**config.mk**
```make
export PLATFORM = sky130hd
export DESIGN_NAME = deslocamento_direita_seq
export DESIGN_NICKNAME = d
export VERILOG_FILES = /design/src/rtl/deslocamento_direita_seq.sv
export SDC_FILE = /design/constraint.sdc
export NUM_CORES = 1
export LEC_CHECK = 0
export ABC_AREA = 1
export CORE_ASPECT_RATIO = 1.2
export CORE_MARGIN = 1.5
export CORE_UTILIZATION = 54
export CTS_BUF_LIST = sky130_fd_sc_hd__clkbuf_4 sky130_fd_sc_hd__clkbuf_8 sky130_fd_sc_hd__clkbuf_16
export CTS_CLUSTER_DIAMETER = 40
export DETAILED_ROUTE_END_ITERATION = 8
export PLACE_DENSITY = 0.85
export RECOVER_POWER = 25
export SETUP_SLACK_MARGIN = 0.15
export SYNTH_ARGS = -nofsm -noshare
export SYNTH_HDL_FRONTEND = slang
export SYNTH_SLANG_ARGS = --single-unit
```
**constraint.sdc**
```tcl
create_clock -name clock -period 2.45 [get_ports clock]
set_input_delay 0.6125 -clock clock [delete_from_list [all_inputs] [get_ports clock]]
set_output_delay 0.6125 -clock clock [all_outputs]
set_load 0.1 [all_outputs]
```
**src/rtl/deslocamento_direita_seq.sv**
```systemverilog
// Multi-cycle right shifter (SRL/SRA): shifts one bit per clock behind an inicio/pronto handshake.
// Operands are captured on start, so the execute stage may change its inputs while the unit is busy.
module deslocamento_direita_seq #(
    parameter int LARGURA  = 32,
    parameter int BITS_QTD = 5
) (
    input  logic                clock,
    input  logic                reset,
    input  logic                inicio,
    input  logic [LARGURA-1:0]  sinal_original,
    input  logic [BITS_QTD-1:0] quantidade,
    input  logic                aritmetico,
    output logic [LARGURA-1:0]  sinal_deslocado,
    output logic                bit_perdido,
    output logic                ocupado,
    output logic                pronto
);

    typedef enum logic [1:0] {
        OCIOSO     = 2'd0,
        DESLOCANDO = 2'd1,
        CONCLUIDO  = 2'd2
    } estado_t;

    localparam logic [BITS_QTD-1:0] QTD_ZERO = BITS_QTD'(0);
    localparam logic [BITS_QTD-1:0] QTD_UM   = BITS_QTD'(1);

    estado_t               r_estado;
    logic [LARGURA-1:0]    r_trabalho;
    logic [BITS_QTD-1:0]   r_contador;
    logic                  r_aritmetico;
    logic [LARGURA-1:0]    r_saida;
    logic                  r_bit;
    logic                  r_ocupado;
    logic                  r_pronto;

    logic                  w_preenche;
    logic [LARGURA-1:0]    w_deslocado;

    // Fill bit is the captured sign only in arithmetic mode.
    assign w_preenche  = r_aritmetico & r_trabalho[LARGURA-1];
    assign w_deslocado = {w_preenche, r_trabalho[LARGURA-1:1]};

    // Control FSM with datapath; outputs are registered and only updated on completion.
    always_ff @(posedge clock) begin
        if (reset) begin
            r_estado     <= OCIOSO;
            r_trabalho   <= '0;
            r_contador   <= QTD_ZERO;
            r_aritmetico <= 1'b0;
            r_saida      <= '0;
            r_bit        <= 1'b0;
            r_ocupado    <= 1'b0;
            r_pronto     <= 1'b0;
        end else begin
            case (r_estado)
                OCIOSO: begin
                    r_pronto <= 1'b0;
                    if (inicio) begin
                        r_trabalho   <= sinal_original;
                        r_contador   <= quantidade;
                        r_aritmetico <= aritmetico;
                        if (quantidade == QTD_ZERO) begin
                            r_estado  <= CONCLUIDO;
                            r_saida   <= sinal_original;
                            r_bit     <= 1'b0;
                            r_ocupado <= 1'b0;
                            r_pronto  <= 1'b1;
                        end else begin
                            r_estado  <= DESLOCANDO;
                            r_ocupado <= 1'b1;
                        end
                    end else begin
                        r_estado  <= OCIOSO;
                        r_ocupado <= 1'b0;
                    end
                end
                DESLOCANDO: begin
                    r_trabalho <= w_deslocado;
                    r_contador <= r_contador - QTD_UM;
                    if (r_contador == QTD_UM) begin
                        r_saida   <= w_deslocado;
                        r_bit     <= r_trabalho[0];
                        r_estado  <= CONCLUIDO;
                        r_ocupado <= 1'b0;
                        r_pronto  <= 1'b1;
                    end else begin
                        r_estado  <= DESLOCANDO;
                        r_ocupado <= 1'b1;
                        r_pronto  <= 1'b0;
                    end
                end
                CONCLUIDO: begin
                    // inicio is deliberately ignored here; a new start is taken in OCIOSO.
                    r_estado  <= OCIOSO;
                    r_ocupado <= 1'b0;
                    r_pronto  <= 1'b0;
                end
                default: begin
                    r_estado  <= OCIOSO;
                    r_ocupado <= 1'b0;
                    r_pronto  <= 1'b0;
                end
            endcase
        end
    end

    assign sinal_deslocado = r_saida;
    assign bit_perdido     = r_bit;
    assign ocupado         = r_ocupado;
    assign pronto          = r_pronto;

endmodule

```
==> results of run 1 <==
==> how the worst min path moves through the flow <==
stage | from | end | slack, ps
6_report | sinal_deslocado[15] | sinal_deslocado[15] | 480
5_1_grt | sinal_deslocado[13] | sinal_deslocado[13] | 510
4_1_cts | sinal_deslocado[15] | sinal_deslocado[15] | 490
3_5_place_dp | sinal_deslocado[15] | sinal_deslocado[15] | 470
3_3_place_gp | sinal_deslocado[15] | sinal_deslocado[15] | 460
2_1_floorplan | r_aritmetico | r_aritmetico | 450
==> cell usage in the layout, fill, tap and decap left out, types with 2 or more instances in the layout <==
cell / Yosys / routed
nor2_2: 2 / 2
inv_2: 2 / 2
o21ai_1: 40 / 33
nand2_1: 83 / 81
inv_1: 43 / 43
clkinv_2: 0 / 2
clkdlybuf4s50_1: 0 / 40
buf_4: 2 / 22
nand2_2: 3 / 5
buf_12: 0 / 3
clkbuf_2: 0 / 19
clkbuf_4: 0 / 3
clkbuf_8: 0 / 10
a21oi_2: 10 / 10
dfxtp_1: 73 / 73
a21oi_1: 59 / 59
nand3_1: 38 / 39
ha_1: 2 / 2
nor2_1: 44 / 44
o21ai_0: 28 / 35
==> power groups by stage <==
stage | Clock [W] | Sequential [W] | Combinational (W)
after floorplan | 0 | 0.00186 | 0.000589
after global placement | 0 | 0.00145 | 0.00122
after detailed placement | 0 | 0.00145 | 0.00124
after CTS | 0.000969 | 0.00143 | 0.00125
after global routing | 0.00102 | 0.00145 | 0.00132
final | 0.000948 | 0.00143 | 0.00122
==> worst max-delay path, cell delays in order <==
cell	delay (ps)
clkdlybuf4s50_1	490
clkinv_1	90
clkbuf_2	540
o21ai_0	250
a21oi_1	190
==> logic make-up after synthesis <==
kind of cell / count (synthesis) / share of synthesized area (%)
adders and majority gates: 2 / 0.743
AOI/OAI and AO/OA: 139 / 21.9
buffers and inverters: 81 / 12.4
and+or+nand+nor: 173 / 21.6
DFF: 73 / 43.4
==> state kept, by name, indices dropped and copies added (netlist names) <==
| name | cells |
|---|---|
| bit_perdido | 1 |
| pronto | 1 |
| r_aritmetico | 1 |
| r_contador | 5 |
| r_estado | 1 |
| r_trabalho | 32 |
| sinal_deslocado | 32 |
==> area by class of cell <==
cell class	count	share of cell area (%)
clock buffer	13	3.86
timing repair buffer	84	17.4
tap	82	2.47
inverter	46	4.16
sequential	73	35.2
multi-input combinational	314	35.9
clock inverter	3	0.966
==> per-stage QoR <==
stage | instances | utilization [%] | hold slack [ps] | power [W]
after floorplan | 468 | - | 455 | 0.00245
after global placement | 599 | 66.1 | 463 | 0.00266
after detailed placement | 599 | 66.1 | 472 | 0.00269
after CTS | 615 | 69.4 | 490 | 0.00364
after global routing | 615 | 68.5 | 508 | 0.00379
final | 615 | 68.5 | 481 | 0.00360
==> layer usage <==
layer / share of wire, % / track usage, % / wire (microns) / up-vias
li1: - / - / - / 1638
met1: 43 / 26.8 / 3240 / 1418
met2: 50 / 42.2 / 3790 / 92
met3: 4.5 / 4.28 / 336 / 20
met4: 2.4 / 12.1 / 183 / 0
met5: 0 / 0 / 0 / -
==> results.tsv, run 1 <==
stage	metric	value	unit
detailed_routing	drc	0	
yosys	mappedNetlistArea	3370	sq um
setup_path	critPathKind	in -> reg	
detailed_routing	viasPerCell	5.15	
yosys	yosys.area.top_type	dfxtp_1	
global_route	globalRouteOverflowTotal	0	
clock_network	cts_buffers	9	
power_and_ir_drop	p_int	0.00221	W
global_route	grt_pass1_wl	12.3	mm
sta	finalWorstSetupSlack	529	ps
sta	relSlewSlack	51.0	%
sta	finalSetupTns	0	ps
final_layout	finalInstanceArea	4150	sq um
yosys	synth-seq-cells	73	
clock_network	clock-root-buffer	clkbuf_8	
sta	max_freq	520	MHz
placed_design	placed_area	4000	sq um
global_route	grt_pass1_vias	2948	
sta	fin_crit_sh	78.4	%
detailed_routing	routed_wirelength	7.55	mm
floorplan	die_w	75.1	microns
yosys	async_flop_share	0	%
yosys	synth_area_leaders	dfxtp_1, nand2_1, a21oi_1, o21ai_1, nand3_1	
yosys	synthTopCellsByCount	nand2_1, dfxtp_1, a21oi_1	
clock_network	clkLatencyLatePin	340	ps
setup_path	crit_fanout	39	
yosys	ys.flop_type	dfxtp_1	
global_route	antenna_found_initial	0	
setup_path	rrSetupSlack	580	ps
clock_network	clock-sinks	73	
placed_design	place.gp.congestion	0.814	
setup_path	cp-start-kind	input pin	
floorplan	initial_utilization	55.7	%
setup_path	crit_start	reset	
setup_path	cp-end-kind	flip-flop	
power_and_ir_drop	switchingPower	0.00139	W
sta	hold_viol_final	0	
setup_path	cp.required	2710	ps
floorplan	die_y	89.5	microns
clock_network	cts_buffer_depth	2	
setup_path	rr_endpoint	r_contador[4]	
clock_network	cts_resized	0	
power_and_ir_drop	peakVddDrop	494	uV
setup_path	r2r_start	r_estado[0]	
yosys	ys_warn_count	0	
detailed_routing	dr.pass1.iters	6	
power_and_ir_drop	p_sw_share	38.7	%
hold_path	whs_path_depth	2	
floorplan	coreArea	6050	sq um
setup_path	crit_end	r_trabalho[29]	
sta	fin_skew	4.68	ps
hold_path	min_path_type	reg -> reg	
sta	setup_viol	0	
placed_design	numPortBuffers	75	
yosys	synth_edf_count	0	
floorplan	ios	76	
global_route	grt_start_max_net_pins	66	
clock_network	clk_pin_slew	70	ps
clock_network	cts_tree	yes	
power_and_ir_drop	p_comb_share	34.0	%
global_route	track_usage	23.8	%
floorplan	die_area	6720	sq um
final_layout	diodes	0	
placed_design	place_ws	355	ps
detailed_routing	wl_per_cell	12.3	microns
yosys	synthCells	468	
power_and_ir_drop	power_density	868	nW/um^2
final_layout	synthToLayoutAreaGrowth	23.1	%
power_and_ir_drop	power_leakage	1.78	nW
yosys	post-synth-top-count-cell	nand2_1	
final_layout	layout.nets	571	
power_and_ir_drop	pwr-share-seq	39.7	%
yosys	ys_seq_area_share	43.4	%
power_and_ir_drop	clkPwrFrac	26.3	%
job	cap_violations	0	
detailed_routing	vias	3168	
sta	fin_crit	1920	ps
yosys	synth_top_area_share	43.4	%
detailed_routing	antenna_left	0	
clock_network	hold_buffers	0	
yosys	synth.avg_cell_area	7.20	sq um
final_layout	drive_gt1_share	15.0	%
placed_design	hpwl	4.98	mm
final_layout	seqCellArea	1460	sq um
sta	worstMarginPinSlew	735	ps
clock_network	cts_setup_buffers	0	
clock_network	htreeDepth	3	
sta	slew_viol_final	0	
sta	rsz0062_at_grt	false	
final_layout	n_fill_cell	526	
yosys	synth_cell_types	24	
setup_path	worstPathArrival	2180	ps
setup_path	r2r.worst_path.cells	6	
yosys	syn_nets	511	
run_status	status	finished clean	
floorplan	rows	31	
final_layout	multi_input_area	1490	sq um
detailed_routing	first_iter_violations	239	
(Power assumes the default switching activity.)
==> run 2: changes to the inputs <==
--- a/config.mk
+++ b/config.mk
@@ -8,11 +8,11 @@
 export ABC_AREA = 1
 export CORE_ASPECT_RATIO = 1.2
 export CORE_MARGIN = 1.5
-export CORE_UTILIZATION = 54
+export CORE_UTILIZATION = 45
 export CTS_BUF_LIST = sky130_fd_sc_hd__clkbuf_4 sky130_fd_sc_hd__clkbuf_8 sky130_fd_sc_hd__clkbuf_16
 export CTS_CLUSTER_DIAMETER = 40
 export DETAILED_ROUTE_END_ITERATION = 8
-export PLACE_DENSITY = 0.85
+export PLACE_DENSITY = 0.76
 export RECOVER_POWER = 25
 export SETUP_SLACK_MARGIN = 0.15
 export SYNTH_ARGS = -nofsm -noshare
==> constraint.sdc (replaced) <==
create_clock -name clock -period 1.6 [get_ports clock]
set_input_delay 0.4 -clock clock [delete_from_list [all_inputs] [get_ports clock]]
set_output_delay 0.4 -clock clock [all_outputs]
set_load 0.1 [all_outputs]
==> results.tsv, run 2 (same netlist as run 1, synthesis figures left out) <==
stage	metric	value	unit	change
setup_path	crit_family	simple AND/OR/NAND/NOR gates		
placed_design	place.gp.congestion	0.795		-2.4%
final_layout	mostFrequentLayoutCell	nand2_1		
setup_path	rrSetupSlack	120	ps	-460 ps
floorplan	die_area	8020	sq um	+19%
power_and_ir_drop	power_leakage	2.16	nW	+22%
detailed_routing	wl_per_cell	14.2	microns	+16%
run_status	status	finished clean		
setup_path	critPathMaxStageDelay	360	ps	-180 ps
placed_design	hpwl	5.44	mm	+9.2%
power_and_ir_drop	p_comb_share	40.1	%	+6.1 points
floorplan	coreArea	7230	sq um	+20%
setup_path	path_cells	nor2_1 > nand2_2 > nand2_4 > clkbuf_16 > clkbuf_16 > nand3_1 > nand2_1 > nor2_1		
final_layout	synthToLayoutAreaGrowth	57.4	%	
sta	setup_viol	0		unchanged
clock_network	clock-sinks	73		unchanged
hold_path	min_from	r_contador[3]		
sta	fin_crit	1480	ps	
detailed_routing	dr.pass1.iters	5		-1
sta	fin_skew	9.99	ps	+5.31 ps
clock_network	htreeDepth	3		unchanged
final_layout	layout.nets	601		+5.3%
job	cap_violations	0		unchanged
sta	finalSetupTns	0	ps	unchanged
setup_path	cp-start-kind	flip-flop		
floorplan	ios	76		unchanged
detailed_routing	antenna_left	0		unchanged
floorplan	initial_utilization	46.6	%	-9.1 points
final_layout	layout_common_cells	nand2_1, dfxtp_1, a21oi_1		
floorplan	rows	34		+9.7%
clock_network	clk_pin_slew	80	ps	about the same
power_and_ir_drop	peakVddDrop	709	uV	+43%
global_route	antenna_found_initial	0		unchanged
clock_network	cts_buffer_depth	2		unchanged
final_layout	drive_gt1_share	25.2	%	+10 points
setup_path	cp-end-kind	flip-flop		
setup_path	r2r_start	r_estado[0]		
detailed_routing	drc	0		unchanged
sta	fin_crit_sh	92.6	%	
power_and_ir_drop	switchingPower	0.00241	W	+73%
hold_path	hold_end	r_contador[3]		
placed_design	numPortBuffers	75		unchanged
power_and_ir_drop	pwr-share-seq	34.9	%	-4.8 points
global_route	grt_pass1_vias	3039		+3.1%
power_and_ir_drop	p_int	0.00403	W	+83%
clock_network	cts_buffers	9		unchanged
power_and_ir_drop	power_density	1210	nW/um^2	+40%
final_layout	finalInstanceArea	5300	sq um	+28%
hold_path	whs_path_depth	2		unchanged
floorplan	die_w	82.0	microns	+9.2%
power_and_ir_drop	p_sw_share	37.4	%	-1.3 points
global_route	track_usage	22.0	%	-1.7 points
clock_network	hold_buffers	0		unchanged
sta	rsz0062_at_grt	true		
sta	relSlewSlack	75.0	%	+24 points
hold_path	min_path_type	reg -> reg		
floorplan	die_y	97.8	microns	+9.2%
sta	max_freq	675	MHz	
detailed_routing	vias	3463		+9.3%
setup_path	crit_fanout	6		-85%
setup_path	worstPathArrival	1740	ps	-440 ps
final_layout	diodes	0		unchanged
sta	slew_viol_final	0		unchanged
global_route	grt_start_max_net_pins	42		-36%
clock_network	clock-root-buffer	clkbuf_8		
setup_path	cp.required	1860	ps	-850 ps
sta	worstMarginPinSlew	372	ps	-364 ps
detailed_routing	viasPerCell	5.30		+3.0%
setup_path	worst_path_max_delay_cell	dfxtp_4		
global_route	globalRouteOverflowTotal	0		unchanged
setup_path	crit_start	r_estado[0]		
setup_path	rr_endpoint	sinal_deslocado[18]		
detailed_routing	first_iter_violations	208		-13%
clock_network	cts_tree	yes		
setup_path	cp_num_buf_inv	2		-1
placed_design	placed_area	4640	sq um	+16%
detailed_routing	routed_wirelength	9.28	mm	+23%
sta	hold_viol_final	0		unchanged
setup_path	critPathKind	reg -> reg		
clock_network	clkLatencyLatePin	350	ps	about the same
power_and_ir_drop	clkPwrFrac	24.9	%	-1.4 points
setup_path	r2r.worst_path.cells	8		+2
global_route	grt_pass1_wl	13.7	mm	+11%
[run 2: cell types whose count changed in the layout (fill, tap and decap cells not counted), sizes merged]
cell      before  now
buf           25   66
clkbuf        32   19
clkinv         3    1
inv           45   47
bufinv         1    2
clkinvlp       0    1
[run 2: how the worst max path moves through the flow]
stage,endpoint,slack [ps],cells after the start
floorplan,sinal_deslocado[31],180,9
global placement,sinal_deslocado[26],-150,8
detailed placement,sinal_deslocado[20],-190,8
CTS,sinal_deslocado[9],150,11
global route,sinal_deslocado[19],50,8
finish,sinal_deslocado[18],120,8
[run 2: metal layers]
layer  global-route usage, %  up-vias  share of wire (%)
met5                       0        -                  0
met3                    4.49       38                5.0
met4                    12.9        0                4.0
li1                        -     1718                  -
met2                    36.9      129                 51
met1                    25.3     1578                 40
[run 2: stage by stage]
stage | cells | worst slack (ps) | power [W] | util, % | hold slack [ps]
2_1_floorplan | 468 | 179 | 0.00374 | - | 455
3_3_place_gp | 618 | -150 | 0.00446 | 64.1 | 476
3_5_place_dp | 618 | -185 | 0.00452 | 64.1 | 489
4_1_cts | 639 | 147 | 0.00620 | 68.7 | 500
5_1_grt | 653 | 53.3 | 0.00673 | 73.3 | 512
6_report | 653 | 118 | 0.00644 | 73.3 | 498
[run 2: worst reg2reg max path, stage by stage (launching register included)]
cell       delay, ps
dfxtp_4          360
nor2_1           240
nand2_2          140
nand2_4          140
clkbuf_16        170
clkbuf_16        140
nand3_1           70
nand2_1           80
nor2_1            40
[run 2: layout make-up]
cell class / instances / area, sq um
multi-input combinational: 314 / 1630
clock buffer: 11 / 139
inverter: 46 / 173
sequential: 73 / 1470
timing repair buffer: 114 / 1700
tap: 90 / 113
fill: 506 / 1930
clock inverter: 5 / 78.8
[run 2: what timing repair did]
item,4_1_cts,5_1_grt
setup endpoints to repair,20,33
pin swaps,2,21
setup buffers,3,6
cloned,2,8
resized for setup,7,33
[run 2: power groups by stage]
stage               registers, W  logic, W  clock network [W]
finish                   0.00225   0.00258            0.00161
global route             0.00227   0.00275            0.00171
CTS                      0.00224   0.00234            0.00162
detailed placement       0.00228   0.00224                  0
global placement         0.00226   0.00220                  0
floorplan                0.00284  0.000901                  0
==> run 3: changes to the inputs <==
--- a/config.mk
+++ b/config.mk
@@ -6,6 +6,7 @@
 export NUM_CORES = 1
 export LEC_CHECK = 0
 export ABC_AREA = 1
+export ABC_CLOCK_PERIOD_IN_PS = 1600
 export CORE_ASPECT_RATIO = 1.2
 export CORE_MARGIN = 1.5
 export CORE_UTILIZATION = 45
==> results of run 3 <==
No change in the layout: final DEF, timing and power equal those of run 2.
